--- src/rtl/lane_mem_ctrl.sv ---
// Lane-organised word memory behind a request/response handshake.
// Byte-enabled single-beat writes, linear read bursts, out-of-range beats flagged with rsp_err.
//
// state    | meaning
// IDLE     | ready for a request
// RD_BURST | presenting read beats, cnt_q = beats remaining after this one
// WR_ACK   | presenting the single write acknowledge beat
module lane_mem_ctrl #(
    parameter int LANES  = 4,
    parameter int LANE_W = 8,
    parameter int DEPTH  = 16,
    parameter int ADDR_W = 16,
    parameter int LEN_W  = 4
) (
    input  logic                      clk,
    input  logic                      rst,
    input  logic                      req_valid,
    output logic                      req_ready,
    input  logic                      req_write,
    input  logic [ADDR_W-1:0]         req_addr,
    input  logic [LEN_W-1:0]          req_len,
    input  logic [LANES*LANE_W-1:0]   req_wdata,
    input  logic [LANES-1:0]          req_be,
    output logic                      rsp_valid,
    input  logic                      rsp_ready,
    output logic [LANES*LANE_W-1:0]   rsp_data,
    output logic                      rsp_last,
    output logic                      rsp_err
);

    localparam int DATA_W = LANES * LANE_W;
    localparam int IDX_W  = $clog2(DEPTH);

    typedef enum logic [1:0] {
        IDLE,
        RD_BURST,
        WR_ACK
    } state_t;

    state_t              state_q, state_d;
    logic [ADDR_W-1:0]   addr_q, addr_d;
    logic [LEN_W-1:0]    cnt_q, cnt_d;
    logic                wr_en;
    logic                cur_in_range;

    logic [DATA_W-1:0]   mem [DEPTH];

    // Shifting instead of comparing against DEPTH stays correct when DEPTH == 2**ADDR_W.
    function automatic logic in_range(input logic [ADDR_W-1:0] a);
        return (a >> IDX_W) == '0;
    endfunction

    always_comb begin
        state_d = state_q;
        addr_d  = addr_q;
        cnt_d   = cnt_q;
        wr_en   = 1'b0;
        case (state_q)
            IDLE: begin
                if (req_valid) begin
                    addr_d = req_addr;
                    if (req_write) begin
                        wr_en   = in_range(req_addr);
                        state_d = WR_ACK;
                    end else begin
                        cnt_d   = req_len;
                        state_d = RD_BURST;
                    end
                end
            end
            RD_BURST: begin
                if (rsp_ready) begin
                    if (cnt_q == '0) begin
                        state_d = IDLE;
                    end else begin
                        cnt_d  = cnt_q - 1'b1;
                        addr_d = addr_q + 1'b1;
                    end
                end
            end
            WR_ACK: begin
                if (rsp_ready) begin
                    state_d = IDLE;
                end
            end
            default: state_d = IDLE;
        endcase
    end

    always_ff @(posedge clk) begin
        if (rst) begin
            state_q <= IDLE;
            addr_q  <= '0;
            cnt_q   <= '0;
        end else begin
            state_q <= state_d;
            addr_q  <= addr_d;
            cnt_q   <= cnt_d;
        end
    end

    // Storage is deliberately not reset; rst only blocks a write on the same edge.
    always_ff @(posedge clk) begin
        for (int i = 0; i < LANES; i++) begin
            if (wr_en && !rst && req_be[i]) begin
                mem[req_addr[IDX_W-1:0]][i*LANE_W +: LANE_W] <= req_wdata[i*LANE_W +: LANE_W];
            end
        end
    end

    // No writes occur while a response is pending, so a combinational read holds stable under stall.
    always_comb begin
        cur_in_range = in_range(addr_q);
        req_ready    = (state_q == IDLE);
        rsp_valid    = (state_q != IDLE);
        rsp_last     = (state_q == WR_ACK) || ((state_q == RD_BURST) && (cnt_q == '0));
        rsp_err      = rsp_valid && !cur_in_range;
        rsp_data     = '0;
        if ((state_q == RD_BURST) && cur_in_range) begin
            rsp_data = mem[addr_q[IDX_W-1:0]];
        end
    end

endmodule

--- config.mk ---
export PLATFORM = sky130hd
export DESIGN_NAME = lane_mem_ctrl
export DESIGN_NICKNAME = d
export VERILOG_FILES = /design/src/rtl/lane_mem_ctrl.sv
export SDC_FILE = /design/constraint.sdc
export NUM_CORES = 1
export LEC_CHECK = 0
export ABC_AREA = 1
export ABC_CLOCK_PERIOD_IN_PS = 2550
export BUFFER_PORTS_ARGS = -buffer_cell sky130_fd_sc_hd__buf_2
export CAP_MARGIN = 20
export CORE_ASPECT_RATIO = 1.25
export CORE_MARGIN = 3
export CORE_UTILIZATION = 57
export DETAILED_ROUTE_END_ITERATION = 12
export PLACE_DENSITY = 0.75
export SYNTH_ARGS = -nofsm -noshare
export SYNTH_HDL_FRONTEND = slang
export SYNTH_SLANG_ARGS = --single-unit
--- constraint.sdc ---
create_clock -name clk -period 2.55 [get_ports clk]
set_input_delay 0.765 -clock clk [delete_from_list [all_inputs] [get_ports clk]]
set_output_delay 0.765 -clock clk [all_outputs]
set_load 0.1 [all_outputs]
==> results of run 1 <==
[stage by stage]
stage          TNS (ps)  cell area (um^2)  hold slack, ps
2_1_floorplan     -27.6             22600             448
3_3_place_gp          0             24800             458
3_5_place_dp          0             24800             475
4_1_cts          -14970             27300             486
5_1_grt          -19260             27400             514
6_report         -16000             27400             492
[state kept, by name, indices dropped and copies added (netlist names), named ones only]
signal and count:
addr_q 16, cnt_q 4, state_q 2, mem 512
[what timing repair did]
| item | CTS | global route |
|---|---|---|
| resized for setup | 84 | 29 |
| setup endpoints to repair | 34 | 35 |
| setup buffers | 26 | 4 |
| pin swaps | 3 | 11 |
| cloned | 8 | 3 |
[worst max-delay path: stages (launching register included)]
cell and delay (ps):
dfxtp_4 460, buf_12 140, buf_4 150, clkbuf_16 180, nor2_1 50, o22ai_1 140, nand2_1 80, nand2_1 100
nor2_1 80, nor2_4 190, buf_12 190
[cells by family (layout without fill, tap and decap cells)]
family	count (synthesis)	count (layout)	share of synthesized area [%]
compound gates	160	160	3.65
fa+ha+maj	2	2	0.112
flops	538	538	71.2
other cells	0	1	0
buf+inv	166	393	3.18
xor+xnor	1	1	0.0392
simple gates	1157	1157	21.8
[synthesized netlist by cell type, types with 3 or more instances]
| cell | n | area share [%] |
|---|---|---|
| a21oi_1 | 115 | 2.6 |
| buf_1 | 20 | 0.34 |
| buf_2 | 40 | 0.90 |
| buf_6 | 4 | 0.20 |
| clkbuf_1 | 56 | 0.94 |
| dfxtp_1 | 26 | 2.3 |
| edfxtp_1 | 512 | 69 |
| inv_1 | 42 | 0.71 |
| nand2_1 | 613 | 10 |
| nand2_4 | 4 | 0.20 |
| nand3_1 | 362 | 8.1 |
| nand4_1 | 4 | 0.11 |
| nor2_1 | 162 | 2.7 |
| nor3_1 | 6 | 0.13 |
| o21ai_0 | 37 | 0.83 |
| o22ai_1 | 3 | 0.084 |
[worst max-delay path by stage]
stage	from	end	cells after the start	slack, ps
floorplan	state_q[1]	rsp_last	2	-30
global placement	addr_q[4]	rsp_data[30]	9	40
detailed placement	flop	rsp_data[10]	9	50
CTS	flop	rsp_data[18]	8	-500
global route	addr_q[14]	rsp_data[2]	10	-650
finish	flop	rsp_data[30]	10	-560
[area by class of cell]
cell class,instances,area share [%]
Inverter,44,0.666
Antenna cell,1,0.00912
Timing Repair Buffer,256,10.1
Tap cell,492,2.24
Multi-Input combinational cell,1320,22.8
Clock inverter,31,1.31
Clock buffer,62,4.88
Sequential cell,538,58.0
[power by group through the flow]
stage	clock network [mW]	registers [mW]	logic [mW]
after CTS	7.70	9.85	5.08
after global routing	8.05	9.86	5.72
after detailed placement	0	10.0	4.47
after global placement	0	10.0	4.37
final	7.64	9.85	5.30
after floorplan	0	9.99	2.91
[layer usage]
layer	vias up	track usage [%]	share of wire, %
met4	0	12.5	4.2
met1	7658	34.7	36
met5	-	0	0
met2	939	47.0	50
met3	180	4.59	9.4
li1	7438	-	-
==> metrics.txt, run 1 <==
outcome finished, violations left; failing checks setup timing; core area 38400 um^2; post-synthesis cell count 2024; Pre-antenna DRT Iters 5; Final ANT Viol Nets 0; Max Buffers Root-to-Sink 3; Worst Path Required 1790 ps; Least-Margin Pin Slew 486 ps; Hold Path End cnt_q[1]; syn_nets 2087; P_sw 6.74 mW; placer congestion estimate 0.863; power share of the combinational group 23.3%; Non-Filler Instances 2744; clock share of power 33.5%; most common cell after layout, fill and taps aside nand2_1; clk sinks 538; post-synthesis register bit count 538; Hold-fix buffers, CTS 0; Synth Cell Area 22300 um^2; initial DRC count 1868; Setup Viol. Count Final 33; drt wl/cell 21.0 um; drt drc 0; multi-input logic area 6260 um^2; Placed Cells 2616; PortBufs 96; largest net degree at the start of global routing 71; row count 80; post-synthesis sequential area ratio 71.2%; Final nets 2273; # H-tree levels 2; CTS tree built; Reg power frac 43.2%; Setup crit end kind primary output; RR Startpoint addr_q[14]; Reg2Reg Depth 19; predominant post-synthesis flop cell edfxtp_1; die area 41600 um^2; synthesized area per cell 11.0 um^2; fmax 321 MHz; final hold vios 0; initial antenna violation count 1; die height 227 um; RR Endpoint addr_q[14]; R2R Setup Slk 80 ps; number of global-route vias before repair 16038; Tot GR Track Use 27.4%; Net Sw Frac 29.6%; Vias/cell 5.91; Min-Delay Path Depth 2; worst setup path category reg -> out; slew margin rel. 67.8%; clock slew at reported path FFs 60 ps; commonest cells after routing, fill and taps aside 581 x nand2_1, 512 x edfxtp_1, 352 x nand3_1, 128 x nor2_1, 121 x buf_4; setup ws final -563 ps; via count 16215; synth warn 0; Lkg Pwr 10.1 nW; Max FO, Critical Path 9; final WL 57.7 mm; Arrival @ worst endpoint 2350 ps; Worst VDD drop 0.000680 V; skew final 9.07 ps; Congestion Overflow GR 0; Clock Tree Root clkbuf_16; initial core utilization 58.1%; pwr/cell area 831 nW/um^2; num ports 97; RSZ-0062 raised after global routing yes; EDFF count, synth 512; CP Launch Type flop; total design power 22.8 mW; hold crit path type reg -> reg; total of max-cap violations 0; Worst-Skew Late Latency 580 ps; final worst path period share 122%; Pint 16.1 mW; share of cells above drive strength 1 20.4%; CTS Buf Count 50; Slew Viols, Final 0; # fillers 2482; Die X 183 um; first-pass GRT wire length 88.0 mm; P&R area growth vs syn 22.9%; Post-Place Setup Slack 46.2 ps; Distinct cells, synth 30; min cycle time layout 3110 ps; DP HPWL 33.9 mm; hold_sp cnt_q[1]; ys async rst share 0%; final core utilization 71.4%; register area 15900 um^2
No activity file was read; power rests on OpenSTA's default activity.
==> run 2: changes to the inputs <==
--- a/config.mk
+++ b/config.mk
@@ -5,7 +5,6 @@
 export SDC_FILE = /design/constraint.sdc
 export NUM_CORES = 1
 export LEC_CHECK = 0
-export ABC_AREA = 1
 export ABC_CLOCK_PERIOD_IN_PS = 2550
 export BUFFER_PORTS_ARGS = -buffer_cell sky130_fd_sc_hd__buf_2
 export CAP_MARGIN = 20
==> metrics.txt, run 2 <==
Synth Cell Area 21600 um^2 (-3.3%); Distinct cells, synth 57 (+90%); # H-tree levels 2 (unchanged); top-area cell type share of the netlist area 71.2% (+2.4 points); CTS Buf Count 47 (-6.0%); drt drc 0 (unchanged); fmax 300 MHz (-6.7%); drt wl/cell 25.5 um (+21%); Worst Path Required 1790 ps (about the same); total of max-cap violations 0 (unchanged); clk sinks 538 (unchanged); CP bufs+invs 4 (unchanged); initial antenna violation count 3 (+2); initial core utilization 57.9% (-0.16 points); row count 79 (-1.3%); placer congestion estimate 0.871 (+0.99%); Setup crit end kind primary output; final WL 48.4 mm (-16%); hold_sp cnt_q[3]; most instantiated library cell after synthesis edfxtp_1; post-synthesis register bit count 538 (unchanged); hold crit path type reg -> reg; Placed Cells 1792 (-31%); CP max-delay cell mux4_2; P&R area growth vs syn 25.8%; post-synthesis sequential area ratio 73.6% (+2.4 points); worst hold slack 493 ps (+1.13 ps); share of cells above drive strength 1 43.2% (+23 points); via count 11843 (-27%); Worst-Skew Late Latency 560 ps (-20 ps); most common cell after layout, fill and taps aside edfxtp_1; die height 224 um (-1.6%); post-synthesis cell count 1113 (-45%); CP Launch Type flop; cell taking the most area after synthesis edfxtp_1; synth warn 0 (unchanged); number of global-route vias before repair 12346 (-23%); max reg flops 512 (unchanged); num ports 97 (unchanged); slew margin rel. 54.7% (-13 points); CTS tree built; Final ANT Viol Nets 0 (unchanged); clock slew at reported path FFs 60 ps (about the same); Arrival @ worst endpoint 2570 ps (+220 ps); total design power 19.8 mW (-13%); Non-Filler Instances 1898 (-31%); final worst path period share 131% (+8.8 points); top cells by count, synth 512 x edfxtp_1, 121 x mux4_2, 84 x nor2_1, 62 x a211oi_1, 37 x nor2b_1; Vias/cell 6.24 (+5.6%); EDFF count, synth 512 (unchanged); worst setup path category reg -> out; worst path cell trace buf_4, clkbuf_16, buf_12, mux4_2, mux2i_2, a211oi_4, buf_12; RR Startpoint cnt_q[0]; Max FO, Critical Path 7 (-2); predominant post-synthesis flop cell edfxtp_1; # fillers 2029 (-18%); failing checks setup timing; setup ws final -787 ps (-224 ps); DP HPWL 29.3 mm (-13%); skew final 11.5 ps (+2.47 ps); die area 40300 um^2 (-3.2%); synthesized area per cell 19.4 um^2 (+76%); Final nets 1441 (-37%); Least-Margin Pin Slew 677 ps (+190 ps); Setup Viol. Count Final 33 (unchanged); final core utilization 72.9% (+1.5 points); Lkg Pwr 8.74 nW (-13%); Crit path largest cell delay 520 ps (+60 ps); Slew Viols, Final 0 (unchanged); Worst VDD drop 0.000547 V (-20%); Post-Place Setup Slack -243 ps (-289 ps); commonest cells after routing, fill and taps aside 512 x edfxtp_1, 146 x buf_4, 123 x mux4_2, 82 x nor2_1, 62 x buf_2; RSZ-0062 raised after global routing yes; Die X 180 um (-1.6%); core area 37300 um^2 (-3.1%); final hold vios 0 (unchanged); syn_nets 1176 (-44%); first-pass GRT wire length 72.5 mm (-18%); initial DRC count 1123 (-40%); Congestion Overflow GR 0 (unchanged); min cycle time layout 3340 ps (+224 ps); CP delay by family, top multiplexers; most used cell, CP buf_12; Hold-fix buffers, CTS 0 (unchanged); ys async rst share 0% (unchanged); largest net degree at the start of global routing 40 (-44%); outcome finished, violations left; Pre-antenna DRT Iters 5 (unchanged); Synth area leaders edfxtp_1 71%, mux4_2 13%, dfxtp_1 2.4%; Clock Tree Root clkbuf_16; pwr/cell area 729 nW/um^2 (-12%); Max Buffers Root-to-Sink 3 (unchanged); PortBufs 96 (unchanged); Tot GR Track Use 23.7% (-3.8 points)
==> run 2: cell types whose count changed in the layout (fill, tap and decap cells not counted), sizes merged, moves of 26 or more <==
cell | previous run | this run
a211oi | 1 | 62
a21oi | 115 | 14
buf | 250 | 280
inv | 46 | 11
mux2i | 0 | 33
mux4 | 0 | 128
nand2 | 617 | 25
nand3 | 362 | 14
nor2 | 163 | 84
nor2b | 0 | 37
o21ai | 39 | 13
==> run 2: what timing repair did <==
item / CTS / global route
resized for setup: 62 / 52
cloned: 4 / 3
pin swaps: 21 / 34
buffers inserted: 7 / 10
setup endpoints to repair: 34 / 34
==> run 2: path summary, 6_finish.rpt <==
check	to	slack, ps	depth (start not counted)
setup / recovery	rsp_data[8]	-790	7
hold / removal	cnt_q[3]	490	2
setup reg to reg	addr_q[10]	290	7
hold reg to reg	cnt_q[3]	490	2
==> run 2: metal layers <==
layer | share of wire, % | vias up | GRT usage, %
met5 | 0.066 | - | 0
met4 | 2.6 | 4 | 7.65
met3 | 7.7 | 85 | 4.34
met2 | 54 | 549 | 42.1
met1 | 36 | 6094 | 29.9
li1 | - | 5111 | -
==> run 2: kinds of logic (layout without fill, tap and decap cells) <==
| family | Yosys count | count (layout) | share of synthesized area [%] |
|---|---|---|---|
| multiplexers | 161 | 161 | 15.0 |
| buffers and inverters | 77 | 375 | 2.08 |
| AND/OR/NAND/NOR | 210 | 210 | 4.82 |
| flip-flops | 538 | 538 | 73.6 |
| AO/OA/AOI/OAI | 125 | 125 | 4.33 |
| other | 0 | 1 | 0 |
| adder cells (fa/ha/maj) | 2 | 2 | 0.116 |
==> run 2: layout make-up <==
| type | instances | area, um^2 | area share, % |
|---|---|---|---|
| inverter | 10 | 37.5 | 0.138 |
| tap | 486 | 608 | 2.24 |
| clock buffer | 56 | 1250 | 4.61 |
| timing repair buffer | 283 | 2900 | 10.7 |
| antenna | 1 | 2.50 | 0.00922 |
| clock inverter | 26 | 233 | 0.857 |
| sequential | 538 | 15900 | 58.6 |
| multi-input combinational | 498 | 6200 | 22.8 |
==> run 2: worst register-to-register path: stages (launching register included) <==
cell and delay [ps]:
dfxtp_2 320, inv_2 70, ha_4 130, or3b_4 390
buf_4 170, a41oi_2 560, nor2_1 170, a221o_1 340
==> run 2: power breakdown <==
part | leakage (nW) | internal [mW] | switching (mW)
Clock | 0.729 | 3.90 | 3.01
Combinational | 3.20 | 1.48 | 1.63
Sequential | 4.82 | 9.70 | 0.0676
==> run 2: through the flow <==
stage | setup TNS (ps) | cell area, um^2
after floorplan | -8700 | 22200
after global placement | -4930 | 24800
after detailed placement | -5770 | 24800
after CTS | -24140 | 26700
after global routing | -25360 | 27200
final | -23230 | 27200
